File: config.mk
export PLATFORM = sky130hd
export DESIGN_NAME = sdram_addr_mapper
export DESIGN_NICKNAME = d
export VERILOG_FILES = /design/src/rtl/sdram_map_pkg.sv /design/src/rtl/sdram_map_fifo.sv /design/src/rtl/sdram_addr_mapper.sv
export SDC_FILE = /design/constraint.sdc
export NUM_CORES = 1
export LEC_CHECK = 0
export BUFFER_PORTS_ARGS = -buffer_cell sky130_fd_sc_hd__clkbuf_2
export CAP_MARGIN = 10
export CORE_UTILIZATION = 45
export CTS_CLUSTER_SIZE = 30
export DETAILED_ROUTE_END_ITERATION = 8
export PLACE_DENSITY = 0.63
export SLEW_MARGIN = 0
export SYNTH_ARGS = -nofsm -noshare
export SYNTH_HDL_FRONTEND = slang
export SYNTH_SLANG_ARGS = --single-unit
File: constraint.sdc
create_clock -name sdram_clk -period 2.51 [get_ports sdram_clk]
set_clock_uncertainty 0.15 [all_clocks]
set_input_delay 0.502 -clock sdram_clk [delete_from_list [all_inputs] [get_ports sdram_clk]]
set_output_delay 0.502 -clock sdram_clk [all_outputs]
set_load 0.005 [all_outputs]
File: src/rtl/sdram_map_pkg.sv
// ---------------------------------------------------------------------------
// Module   : sdram_map_pkg
// Brief    : Shared types and the host-address split for the SDRAM mapper.
// Revision : 1.0
// ---------------------------------------------------------------------------
`default_nettype none

package sdram_map_pkg;

  localparam logic [1:0] COLBITS_8  = 2'b00;
  localparam logic [1:0] COLBITS_9  = 2'b01;
  localparam logic [1:0] COLBITS_10 = 2'b10;
  localparam logic [1:0] COLBITS_11 = 2'b11;

  localparam int ROW_W     = 12;
  localparam int BANK_W    = 2;
  localparam int COL_W     = 12;
  localparam int NUM_BANKS = 1 << BANK_W;
  localparam int SPLIT_AW  = 64;

  typedef struct packed {
    logic [ROW_W-1:0]  row;
    logic [BANK_W-1:0] bank;
    logic [COL_W-1:0]  col;
    logic              wr;
  } map_req_t;

  // Column width is 8 + colbits; bank sits just above it, row above the bank.
  function automatic map_req_t split_addr(input logic [SPLIT_AW-1:0] addr,
                                          input logic [1:0]          colbits);
    map_req_t          r;
    int unsigned       cb;
    logic [SPLIT_AW-1:0] mask;
    cb     = 32'd8 + 32'(colbits);
    mask   = (64'd1 << cb) - 64'd1;
    r.col  = COL_W'(addr & mask);
    r.bank = BANK_W'(addr >> cb);
    r.row  = ROW_W'(addr >> (cb + 32'd2));
    r.wr   = 1'b0;
    return r;
  endfunction

endpackage

`default_nettype wire

File: src/rtl/sdram_map_fifo.sv
// ---------------------------------------------------------------------------
// Module   : sdram_map_fifo
// Brief    : Power-of-two FIFO holding mapped requests; head shown as zero when empty.
// Revision : 1.0
// ---------------------------------------------------------------------------
`default_nettype none

module sdram_map_fifo
  import sdram_map_pkg::*;
#(
  parameter int DEPTH = 2
) (
  input  logic                   clk_i,
  input  logic                   rst_ni,
  input  logic                   push_i,
  input  map_req_t               push_data_i,
  input  logic                   pop_i,
  output map_req_t               head_o,
  output logic                   valid_o,
  output logic                   full_o,
  output logic [$clog2(DEPTH):0] level_o
);

  localparam int PTR_W = $clog2(DEPTH);

  map_req_t         mem_q [DEPTH];
  logic [PTR_W-1:0] wptr_q, wptr_d;
  logic [PTR_W-1:0] rptr_q, rptr_d;
  logic [PTR_W:0]   level_q, level_d;
  logic             do_push, do_pop;

  assign full_o  = (level_q == (PTR_W+1)'(DEPTH));
  assign valid_o = (level_q != '0);
  assign do_push = push_i && !full_o;
  assign do_pop  = pop_i && valid_o;

  always_comb begin
    wptr_d  = wptr_q;
    rptr_d  = rptr_q;
    level_d = level_q;
    if (do_push) wptr_d = wptr_q + PTR_W'(1);
    if (do_pop)  rptr_d = rptr_q + PTR_W'(1);
    case ({do_push, do_pop})
      2'b10:   level_d = level_q + (PTR_W+1)'(1);
      2'b01:   level_d = level_q - (PTR_W+1)'(1);
      default: level_d = level_q;
    endcase
  end

  always_ff @(posedge clk_i) begin
    if (!rst_ni) begin
      wptr_q  <= '0;
      rptr_q  <= '0;
      level_q <= '0;
    end else begin
      wptr_q  <= wptr_d;
      rptr_q  <= rptr_d;
      level_q <= level_d;
    end
  end

  // Storage needs no reset: entries are only visible while level is non-zero.
  always_ff @(posedge clk_i) begin
    if (do_push) mem_q[wptr_q] <= push_data_i;
  end

  assign head_o  = valid_o ? mem_q[rptr_q] : '0;
  assign level_o = level_q;

endmodule

`default_nettype wire

File: src/rtl/sdram_addr_mapper.sv
// ---------------------------------------------------------------------------
// Module   : sdram_addr_mapper
// Brief    : Splits host addresses into row/bank/column, buffers them and tracks open rows.
// Revision : 1.0
// ---------------------------------------------------------------------------
`default_nettype none

module sdram_addr_mapper
  import sdram_map_pkg::*;
#(
  parameter int FIFO_DEPTH = 2,
  parameter int APP_AW     = 26
) (
  input  logic                          sdram_clk,
  input  logic                          sdram_resetn,
  input  logic [1:0]                    cfg_colbits,
  input  logic                          precharge_all,
  input  logic                          req_valid,
  output logic                          req_ready,
  input  logic [APP_AW-1:0]             req_addr,
  input  logic                          req_wr,
  output logic                          map_valid,
  input  logic                          map_ready,
  output logic [ROW_W-1:0]              map_row,
  output logic [BANK_W-1:0]             map_bank,
  output logic [COL_W-1:0]              map_col,
  output logic                          map_wr,
  output logic                          map_page_hit,
  output logic [$clog2(FIFO_DEPTH):0]   fifo_level
);

  map_req_t                          req_split;
  map_req_t                          head;
  logic                              fifo_full;
  logic                              push, pop;
  logic [NUM_BANKS-1:0]              open_q, open_d;
  logic [NUM_BANKS-1:0][ROW_W-1:0]   row_q, row_d;

  always_comb begin
    req_split    = split_addr(SPLIT_AW'(req_addr), cfg_colbits);
    req_split.wr = req_wr;
  end

  assign req_ready = !fifo_full;
  assign push      = req_valid && req_ready;
  assign pop       = map_valid && map_ready;

  sdram_map_fifo #(
    .DEPTH (FIFO_DEPTH)
  ) u_fifo (
    .clk_i       (sdram_clk),
    .rst_ni      (sdram_resetn),
    .push_i      (push),
    .push_data_i (req_split),
    .pop_i       (pop),
    .head_o      (head),
    .valid_o     (map_valid),
    .full_o      (fifo_full),
    .level_o     (fifo_level)
  );

  assign map_row  = head.row;
  assign map_bank = head.bank;
  assign map_col  = head.col;
  assign map_wr   = head.wr;

  assign map_page_hit = open_q[map_bank] && (row_q[map_bank] == map_row);

  // Handshake update is applied after precharge so it wins for its own bank.
  always_comb begin
    open_d = open_q;
    row_d  = row_q;
    if (precharge_all) open_d = '0;
    if (pop) begin
      open_d[map_bank] = 1'b1;
      row_d[map_bank]  = map_row;
    end
  end

  always_ff @(posedge sdram_clk) begin
    if (!sdram_resetn) begin
      open_q <= '0;
      row_q  <= '0;
    end else begin
      open_q <= open_d;
      row_q  <= row_d;
    end
  end

endmodule

`default_nettype wire

==> results of run 1 <==
[path summary, 6_finish.rpt]
check,from,endpoint,slack (ps),cells after the start
max,u_fifo.mem_q[0][13]$_DFFE_PP_,map_page_hit,-660,9
min,req_addr[5],u_fifo.mem_q[0][6]$_DFFE_PP_,190,1
max reg2reg,u_fifo.mem_q[0][13]$_DFFE_PP_,row_q[7]$_SDFFE_PN0P_,220,8
min reg2reg,row_q[45]$_SDFFE_PN0P_,row_q[45]$_SDFFE_PN0P_,310,2
[cells in the mapped netlist (11+ instances only)]
master / instances
edfxtp_1: 54
clkbuf_1: 18
dfxtp_1: 57
buf_2: 12
mux2i_1: 27
nand3_1: 18
a21boi_1: 35
mux4_2: 14
nor2_1: 26
a211oi_1: 12
a32oi_1: 11
xnor2_1: 14
o21ai_0: 22
nand2_1: 98
[through the flow]
stage	utilization (%)	TNS [ps]	total power, mW	area [µm²]
after global placement	53.7	-245	5.13	5920
after detailed placement	53.7	-260	5.17	5920
after floorplan	-	0	3.93	5190
after global routing	59.3	-980	7.35	6540
final	59.3	-756	6.97	6540
after CTS	58.1	-701	6.82	6410
[cell usage in the layout (no fill, tap or decap), types with 2 or more instances in the layout]
cell	synthesis	layout
nand2_1	98	98
clkbuf_2	0	63
dfxtp_1	57	56
edfxtp_1	54	54
buf_4	0	53
a21boi_1	35	35
mux2i_1	27	25
nor2_1	26	24
nand3_1	18	17
mux4_2	14	14
xnor2_1	14	13
o21ai_0	22	12
buf_6	4	11
o21ai_1	2	10
a21boi_0	10	10
a211oi_2	1	9
clkbuf_16	0	9
a32oi_1	11	8
o21a_1	6	6
and2_1	5	5
and3_1	4	4
a211oi_1	12	4
nor3_2	4	4
o211a_1	4	4
nor2b_1	4	4
buf_12	0	4
mux2_4	1	3
a32oi_2	0	3
nor2_2	1	2
inv_2	3	2
o21ai_2	0	2
nand4_1	2	2
inv_6	0	2
conb_1	1	2
[metal layers]
metal	vias to the layer above	wire, µm	global-route usage [%]
li1	1948	-	-
met1	1954	5460	28.7
met2	120	5950	36.0
met3	24	704	4.51
met4	0	281	7.90
met5	-	0	0
[timing repair]
item / 4_1_cts / 5_1_grt
pin swaps: 19 / 17
resized for setup: 27 / 22
cloned: 4 / 0
buffers inserted: 9 / 6
setup endpoints to repair: 1 / 23
[cell families (layout without fill, tap and decap cells)]
logic type | after synthesis | count (layout)
simple gates | 169 | 169
mux | 42 | 44
flops | 111 | 111
compound gates | 103 | 103
fa+ha+maj | 1 | 1
other cells | 1 | 2
xor+xnor | 14 | 14
buf+inv | 39 | 152
[cell type report]
class / count / area (µm²)
fill: 925 / 4490
sequential: 111 / 2770
multi-input combinational: 333 / 2370
timing repair buffer: 132 / 922
clock buffer: 9 / 225
tap: 140 / 175
clock inverter: 7 / 62.6
inverter: 4 / 17.5
[power by group through the flow]
stage / combinational, mW / clock [mW] / sequential, mW
after floorplan: 1.69 / 0 / 2.24
after global placement: 2.88 / 0 / 2.25
after detailed placement: 2.91 / 0 / 2.26
after CTS: 3.18 / 1.42 / 2.22
after global routing: 3.62 / 1.49 / 2.24
final: 3.35 / 1.39 / 2.22
[registers in the layout, summed over array words and instances (netlist names), named ones only]
register,count
u_fifo.wptr_q,1
row_q,48
u_fifo.mem_q,54
open_q,4
u_fifo.rptr_q,1
u_fifo.level_o,2
==> summary.md, run 1 <==
| Metric | Value |
|---|---|
| Syn Inst Count | 480 |
| Clock group share of total power | around a fifth |
| Measured slew at the worst slew-check pin | 1020 ps |
| Final cell count without fillers | 736 |
| Dpl hpwl | about 8000 µm |
| Fmax | 315 MHz |
| Warnings from Yosys | 0 |
| Final ANT Viol Nets | 0 |
| Failing checks | setup timing |
| CP arrival | 2520 ps |
| Router iterations before antenna repair | 5 |
| Outcome | finished, violations left |
| Mux contribution to synthesized area | 11.6% |
| Grt ovf | 0 |
| EDFF count, synth | 54 |
| Critical path's top delay family | buffers and inverters |
| Flop pwr share | 31.9% |
| Starting Density | between 40% and 50% |
| CTS H-tree lvls | 3 |
| Adder-cell share of the synthesized area | less than 1% |
| Crit path max-delay cell type | edfxtp_1 |
| Total track usage | 21.9% |
| Top cell type by total area after synthesis | edfxtp_1 |
| Die W | 109 µm |
| Drt drc | 0 |
| Primary FF master, synth | dfxtp_1 |
| NetSw | 2.62 mW |
| Inserted Diodes | 0 |
| PwrDens | 1070 nW/µm² |
| Worst-path clk slew | 80 ps |
| Layout area overhead | 26.2% |
| XOR/XNOR Fraction of Synth Area | 2.37% |
| Die area | roughly 12000 µm² |
| Final Hold Fails | 0 |
| Initial antenna violation count | 0 |
| CP Launch Type | flip-flop |
| Internal power | 4.35 mW |
| Type of the worst setup path | reg2out |
| 1st-iter DRT viols | 249 |
| Leakage power | 2.41 nW |
| CP Cell Sequence | buf_4 > mux2_4 > buf_12 > a211oi_2 > a32oi_1 > xnor2_1 > nand4_1 > nor4_2 > buf_2 |
| Netlist cell types | 39 |
| Post-Synthesis Cell Area | between 5000 and 6000 µm² |
| Synth Area in Simple Gates | 14.4% |
| Crit path buf inv count | 3 |
| Synth Area in Compound Gates | 14.3% |
| Synth area leaders | edfxtp_1 31%, dfxtp_1 22%, nand2_1 7.1% |
| Comb power frac | between 40 and 50% |
| CTS Hold Buffers Added | 0 |
| Final WS setup | -663 ps |
| Die Ht | 109 µm |
| Clock sink count | 111 |
| Final-stage net count | 626 |
| Largest family of logic cells by synthesized area | simple AND/OR/NAND/NOR gates |
| Average size of a mapped cell | around 11 µm² |
| Ports | 66 |
| Synth top area share | 31.3% |
| Min Tclk post-route | 3170 ps |
| Sequential share of the synthesized area | 53.3% |
| Worst slack at placement | -260 ps |
| CTS root buf | clkbuf_16 |
| Gpl congestion | approximately 0.81 |
| Hold Slack | ~190 ps |
| Worst vdd ir | 0.683 mV |
| Via Count | 4046 |
| CTS Buffer Depth | 2 |
| Clock buffer count from CTS | 9 |
| Routed len/inst | around 17 µm |
| Ys async rst share | 0% |
| Via/cell ratio | 5.50 |
| Switch share | between 30% and 40% |
| Share of cells above drive strength 1 | between 30% and 40% |
| Setup Viol. Count Final | 2 |
| Worst min path class | in2reg |
| Seq cells post-synth | 111 |
| Slowest Stage Delay on Critical Path | roughly 440 ps |
| Slew Viols, Final | 0 |
| FP Rows | 38 |
| Vias in the first global route | 3845 |
| CTS tree | done |
| Pin count of the biggest net entering global routing | 58 |
| Max Cap Viol | 0 |
| WP data required | 1860 ps |
| Overall routed net length | 12400 µm |
| Global-route wire length before repair | 19600 µm |
| # placed instances | 701 |
| Critical path fanouts, max | 6 |
| Crit share post-route | 126% |
| Core footprint | 11000 µm² |
| Slew headroom | 32.3% |
| Port bufs | 64 |
| RSZ-0062 raised after global routing | true |
| Worst skew pair latency | 350 ps |
| CP Capture Type | output pin |
Power figures use the tool's default switching activity.
==> inputs of run 2 (changes only) <==
- PLACE_DENSITY: 0.63 -> 0.61
- clock period: 2.51 -> 3.95 ns (I/O delays scaled with it)
==> run 2 against run 1 <==
Effect of this change:
- the flow now finishes without violations
- clock power down 32%
- critical path depth shrank 1
- total power down 44%
- sequential power decreased by 36%
- non-clock buffer count fell by 56
- worst hold slack gained 120 ps
- final cell count decreased by 7.9%
- utilization decreased by 5.6 points
- largest cell class unchanged
==> summary.md, run 2 (synthesis gave the netlist of run 1 again) <==
| Metric | Value |
|---|---|
| Final cell count without fillers | just under 700 |
| Fmax | roughly 280 MHz |
| Final ANT Viol Nets | 0 |
| CP Capture Type | output pin |
| Vias in the first global route | 3620 |
| Crit share post-route | 89.6% |
| Dpl hpwl | 7530 µm |
| CTS H-tree lvls | 3 |
| Worst vdd ir | between 0.4 and 0.5 mV |
| Slew Viols, Final | 0 |
| Port bufs | 64 |
| Biggest register | u_fifo.mem_q |
| RSZ-0062 raised after global routing | false |
| Hold Slack | between 300 and 400 ps |
| Max Cap Viol | 0 |
| Inserted Diodes | 0 |
| Clock buffer count from CTS | 9 |
| Fillers | 1011 |
| Post_cts resized | 0 |
| Final instance area | about 5900 µm² |
| Via Count | 3736 |
| Worst min path class | reg2reg |
| Sequential Area | between 2000 and 3000 µm² |
| PwrDens | 659 nW/µm² |
| Postcts setup bufs | 0 |
| Critical path fanouts, max | 11 |
| Worst skew pair latency | around 360 ps |
| CTS Hold Buffers Added | 0 |
| Core footprint | ~11000 µm² |
| Share of cells above drive strength 1 | between 20% and 30% |
| Total track usage | 20.8% |
| # placed instances | approximately 660 |
| Initial antenna violation count | 0 |
| Largest registers | u_fifo.mem_q: 54 flops, row_q: 48 flops, open_q: 4 flops |
| Reg-to-Reg End | row_q[38]$_SDFFE_PN0P_ |
| Met3 wire length | 542 µm |
| CP arrival | 2600 ps |
| Die area | 11900 µm² |
| Overall power | 3.90 mW |
| Hold endpoint | row_q[8]$_SDFFE_PN0P_ |
| Leakage power | between 2 and 2.5 nW |
| Min Tclk post-route | roughly 3500 ps |
| Worst slack at placement | 817 ps |
| Routed len/inst | 16.4 µm |
| Reg2reg path depth | 6 |
| Router iterations before antenna repair | 6 |
| Worst R2R Setup Slack | 1510 ps |
| Overall routed net length | 11100 µm |
| Largest register FFs | 54 |
| WL met2 | 5420 µm |
| Leading cell type in the layout, fill and taps excluded | nand2_1 |
| Final-stage net count | 568 |
| Outcome | finished, final reports clean |
| Starting Density | 47.0% |
| Setup Viol. Count Final | 0 |
| Final WS setup | 410 ps |
| Setup_tns | 0 ps |
| CTS root buf | clkbuf_16 |
| Pin count of the biggest net entering global routing | 58 |
| Die Ht | 109 µm |
| Post-DP Area | 5600 µm² |
| Measured slew at the worst slew-check pin | 980 ps |
| FP Rows | 38 |
| Clock sink count | 111 |
| CTS tree | done |
| Met1 wire length | 5000 µm |
| Worst-path clk slew | ~80 ps |
| Via/cell ratio | 5.51 |
| Gpl congestion | 0.758 |
| Layout area overhead | 14.3% |
| CP Launch Type | flip-flop |
| Final Hold Fails | 0 |
| Die W | between 100 and 150 µm |
| Type of the worst setup path | reg2out |
| Drt drc | 0 |
| Hold path depth | 2 |
| WP data required | around 3000 ps |
| CTS Buffer Depth | 2 |
| Post-layout util | 53.7% |
| Worst hold start | row_q[8]$_SDFFE_PN0P_ |
| Most frequent cells in the layout | 98 x nand2_1, 64 x clkbuf_2, 56 x dfxtp_1 |
| Area of the multi-input gates | 2240 µm² |
| Slew headroom | between 30% and 40% |
| Ports | 66 |
| Global-route wire length before repair | 18400 µm |
| Grt ovf | 0 |
| 1st-iter DRT viols | 185 |
| Max layer used | met4 |
[run 2: cell count changes in the layout (fill, tap and decap cells not counted), sizes merged]
| cell | previous run | this run |
|---|---|---|
| clkbuf | 72 | 75 |
| mux2 | 3 | 1 |
| inv | 7 | 8 |
| clkinv | 4 | 1 |
| buf | 69 | 12 |
[run 2: layer usage]
metal	GRT usage, %	vias up
met1	26.0	1805
met3	6.05	15
met5	0	-
met2	34.3	92
met4	7.14	0
li1	-	1824
[run 2: how the worst max path moves through the flow]
stage	slack [ps]	end	cells after the start	from
3_3_place_gp	790	map_page_hit	8	flip-flop
4_1_cts	410	map_page_hit	8	flip-flop
3_5_place_dp	820	map_page_hit	8	flip-flop
6_report	410	map_page_hit	8	flip-flop
2_1_floorplan	1170	map_page_hit	8	flip-flop
5_1_grt	250	map_page_hit	8	flip-flop
[run 2: report_power, final]
part / total, mW / switching (mW) / internal (mW)
logic: 1.54 / 0.984 / 0.557
registers: 1.42 / 0.0611 / 1.36
clock network: 0.944 / 0.444 / 0.501
[run 2: layout make-up]
cell class              instances  share of cell area (%)
inverters                       4                   0.254
clock buffers                  11                    4.46
well taps                     140                    2.96
flip-flops and latches        111                    46.7
multi-input cells             331                    37.8
repair buffers                 76                    6.93
clock inverters                 5                   0.909
[run 2: worst max-delay path, cell delays in order (launching register included)]
cell and delay, ps:
dfxtp_2 390, mux2i_1 310, or2_1 370, buf_4 270, a32oi_1 140, xnor2_1 170
nand4_1 180, nor4_2 240, clkbuf_2 150
==> inputs of run 3 (changes only) <==
- BUFFER_PORTS_ARGS: -buffer_cell sky130_fd_sc_hd__clkbuf_2 -> -buffer_cell sky130_fd_sc_hd__buf_4
==> run 3 against run 2 <==
Effect of this change:
- first-iteration DRC count increased by 36%
- clock power decreased by 7.8%
- sequential share of layout area decreased by 0.98 points
- worst hold slack better by 0.68 ps
- die area stayed put
- wire length shrank 0.43%
- critical path depth unchanged
==> summary.md, run 3 (synthesis gave the netlist of run 1 again) <==
| Metric | Value |
|---|---|
| Outcome | finished, final reports clean |
| Port bufs | 64 |
| Overall routed net length | about 11000 µm |
| Gpl congestion | roughly 0.76 |
| Die Ht | 109 µm |
| Fillers | 992 |
| Largest registers | u_fifo.mem_q: 54 flops, row_q: 48 flops, open_q: 4 flops |
| Final cell count without fillers | 678 |
| RSZ-0062 raised after global routing | false |
| Worst slack at placement | 617 ps |
| Reg-to-Reg End | row_q[38]$_SDFFE_PN0P_ |
| Worst min path class | reg2reg |
| CP Capture Type | output pin |
| Worst skew pair latency | 350 ps |
| Worst R2R Setup Slack | ~1200 ps |
| Worst hold start | row_q[45]$_SDFFE_PN0P_ |
| Total track usage | 20.1% |
| Pin count of the biggest net entering global routing | 58 |
| Met3 Use GR | 3.91% |
| Measured slew at the worst slew-check pin | 1050 ps |
| Max Cap Viol | 0 |
| # placed instances | approximately 660 |
| Routed len/inst | about 16 µm |
| Clock sink count | 111 |
| FF-to-FF Start | u_fifo.level_o[0]$_SDFFE_PN0P_ |
| CP arrival | 2750 ps |
| Die W | 109 µm |
| Min Tclk post-route | approximately 3700 ps |
| Clock buffer count from CTS | 9 |
| 1st-iter DRT viols | 252 |
| WP data required | between 3000 and 4000 ps |
| Largest register FFs | 54 |
| Leakage power | 2.11 nW |
| Hold endpoint | row_q[45]$_SDFFE_PN0P_ |
| Ports | 66 |
| Drt drc | 0 |
| Post-layout util | 54.8% |
| Post_cts resized | 0 |
| Setup Viol. Count Final | 0 |
| Critical path fanouts, max | 14 |
| Via Count | 3658 |
| Reg2reg path depth | 6 |
| Slew headroom | 29.9% |
| Dpl hpwl | 7340 µm |
| Router iterations before antenna repair | 5 |
| Biggest register | u_fifo.mem_q |
| Vias in the first global route | around 3600 |
| CTS tree | done |
| Grt ovf | 0 |
| Initial antenna violation count | 0 |
| FP Rows | 38 |
| Grt met2 use | 34.1% |
| Most frequent cells in the layout | 98 x nand2_1, 76 x buf_4, 56 x dfxtp_1 |
| CTS H-tree lvls | 3 |
| CTS Hold Buffers Added | 0 |
| Final-stage net count | 568 |
| Starting Density | 47.0% |
| Layout area overhead | 16.7% |
| Share of cells above drive strength 1 | 22.1% |
| Setup_tns | 0 ps |
| Core footprint | 11000 µm² |
| Overall power | 3.92 mW |
| Worst vdd ir | 0.455 mV |
| CTS Buffer Depth | 2 |
| Sequential Area | approximately 2800 µm² |
| Type of the worst setup path | reg2out |
| Area of the multi-input gates | 2240 µm² |
| Via/cell ratio | approximately 5.4 |
| Worst-path clk slew | 70 ps |
| Final Hold Fails | 0 |
| Crit share post-route | between 90 and 100% |
| GR peak layer | met2 |
| CP Launch Type | flip-flop |
| Leading cell type in the layout, fill and taps excluded | nand2_1 |
| Postcts setup bufs | 0 |
| Hold path depth | 2 |
| Fmax | 271 MHz |
| GR Util met1 | a little over a quarter |
| Die area | 11900 µm² |
| Final ANT Viol Nets | 0 |
| CTS root buf | clkbuf_16 |
| PwrDens | 649 nW/µm² |
| Final WS setup | ~260 ps |
| Global-route wire length before repair | 18100 µm |
| Inserted Diodes | 0 |
| Slew Viols, Final | 0 |
-- run 3: cell count changes in the layout (fill, tap and decap cells not counted), sizes merged --
| cell | before | now |
|---|---|---|
| buf | 12 | 76 |
| clkbuf | 75 | 11 |
| clkinvlp | 0 | 1 |
| inv | 8 | 7 |
-- run 3: per-layer routing --
layer	vias up	wire (µm)
li1	1815	-
met1	1747	4870
met2	87	5510
met3	9	595
met4	0	117
met5	-	0
-- run 3: where the power goes --
part,internal [mW],total [mW],switching [mW]
clock,0.454,0.870,0.417
combinational,0.647,1.64,0.988
sequential,1.36,1.42,0.0593
total,2.46,3.92,1.46
-- run 3: worst max-delay path by stage --
stage	to	startpoint
2_1_floorplan	map_page_hit	flip-flop
3_3_place_gp	map_page_hit	u_fifo.level_o[1]$_SDFFE_PN0P_
6_report	map_page_hit	u_fifo.level_o[0]$_SDFFE_PN0P_
5_1_grt	map_page_hit	u_fifo.level_o[0]$_SDFFE_PN0P_
4_1_cts	map_page_hit	u_fifo.level_o[0]$_SDFFE_PN0P_
3_5_place_dp	map_page_hit	u_fifo.level_o[0]$_SDFFE_PN0P_
-- run 3: area by class of cell --
class / instances / share of cell area (%)
repair buffers: 76 / 9.43
clock buffers: 11 / 4.01
multi-input cells: 331 / 37.0
well taps: 140 / 2.90
clock inverters: 5 / 0.683
inverters: 4 / 0.248
flip-flops and latches: 111 / 45.7
-- run 3: worst max-delay path: stages (launching register included) --
cell      delay (ps)
dfxtp_1          380
nor2_4           330
or2_1            540
inv_2            180
a211oi_1         270
nor3_1            80
nand4b_1         210
nor4_2           270
buf_4            150
-- run 3: metrics by stage --
stage	area, µm²	hold WS (ps)
after global routing	6050	319
after floorplan	5190	281
after global placement	5760	287
after detailed placement	5760	294
after CTS	6050	304
final	6050	305
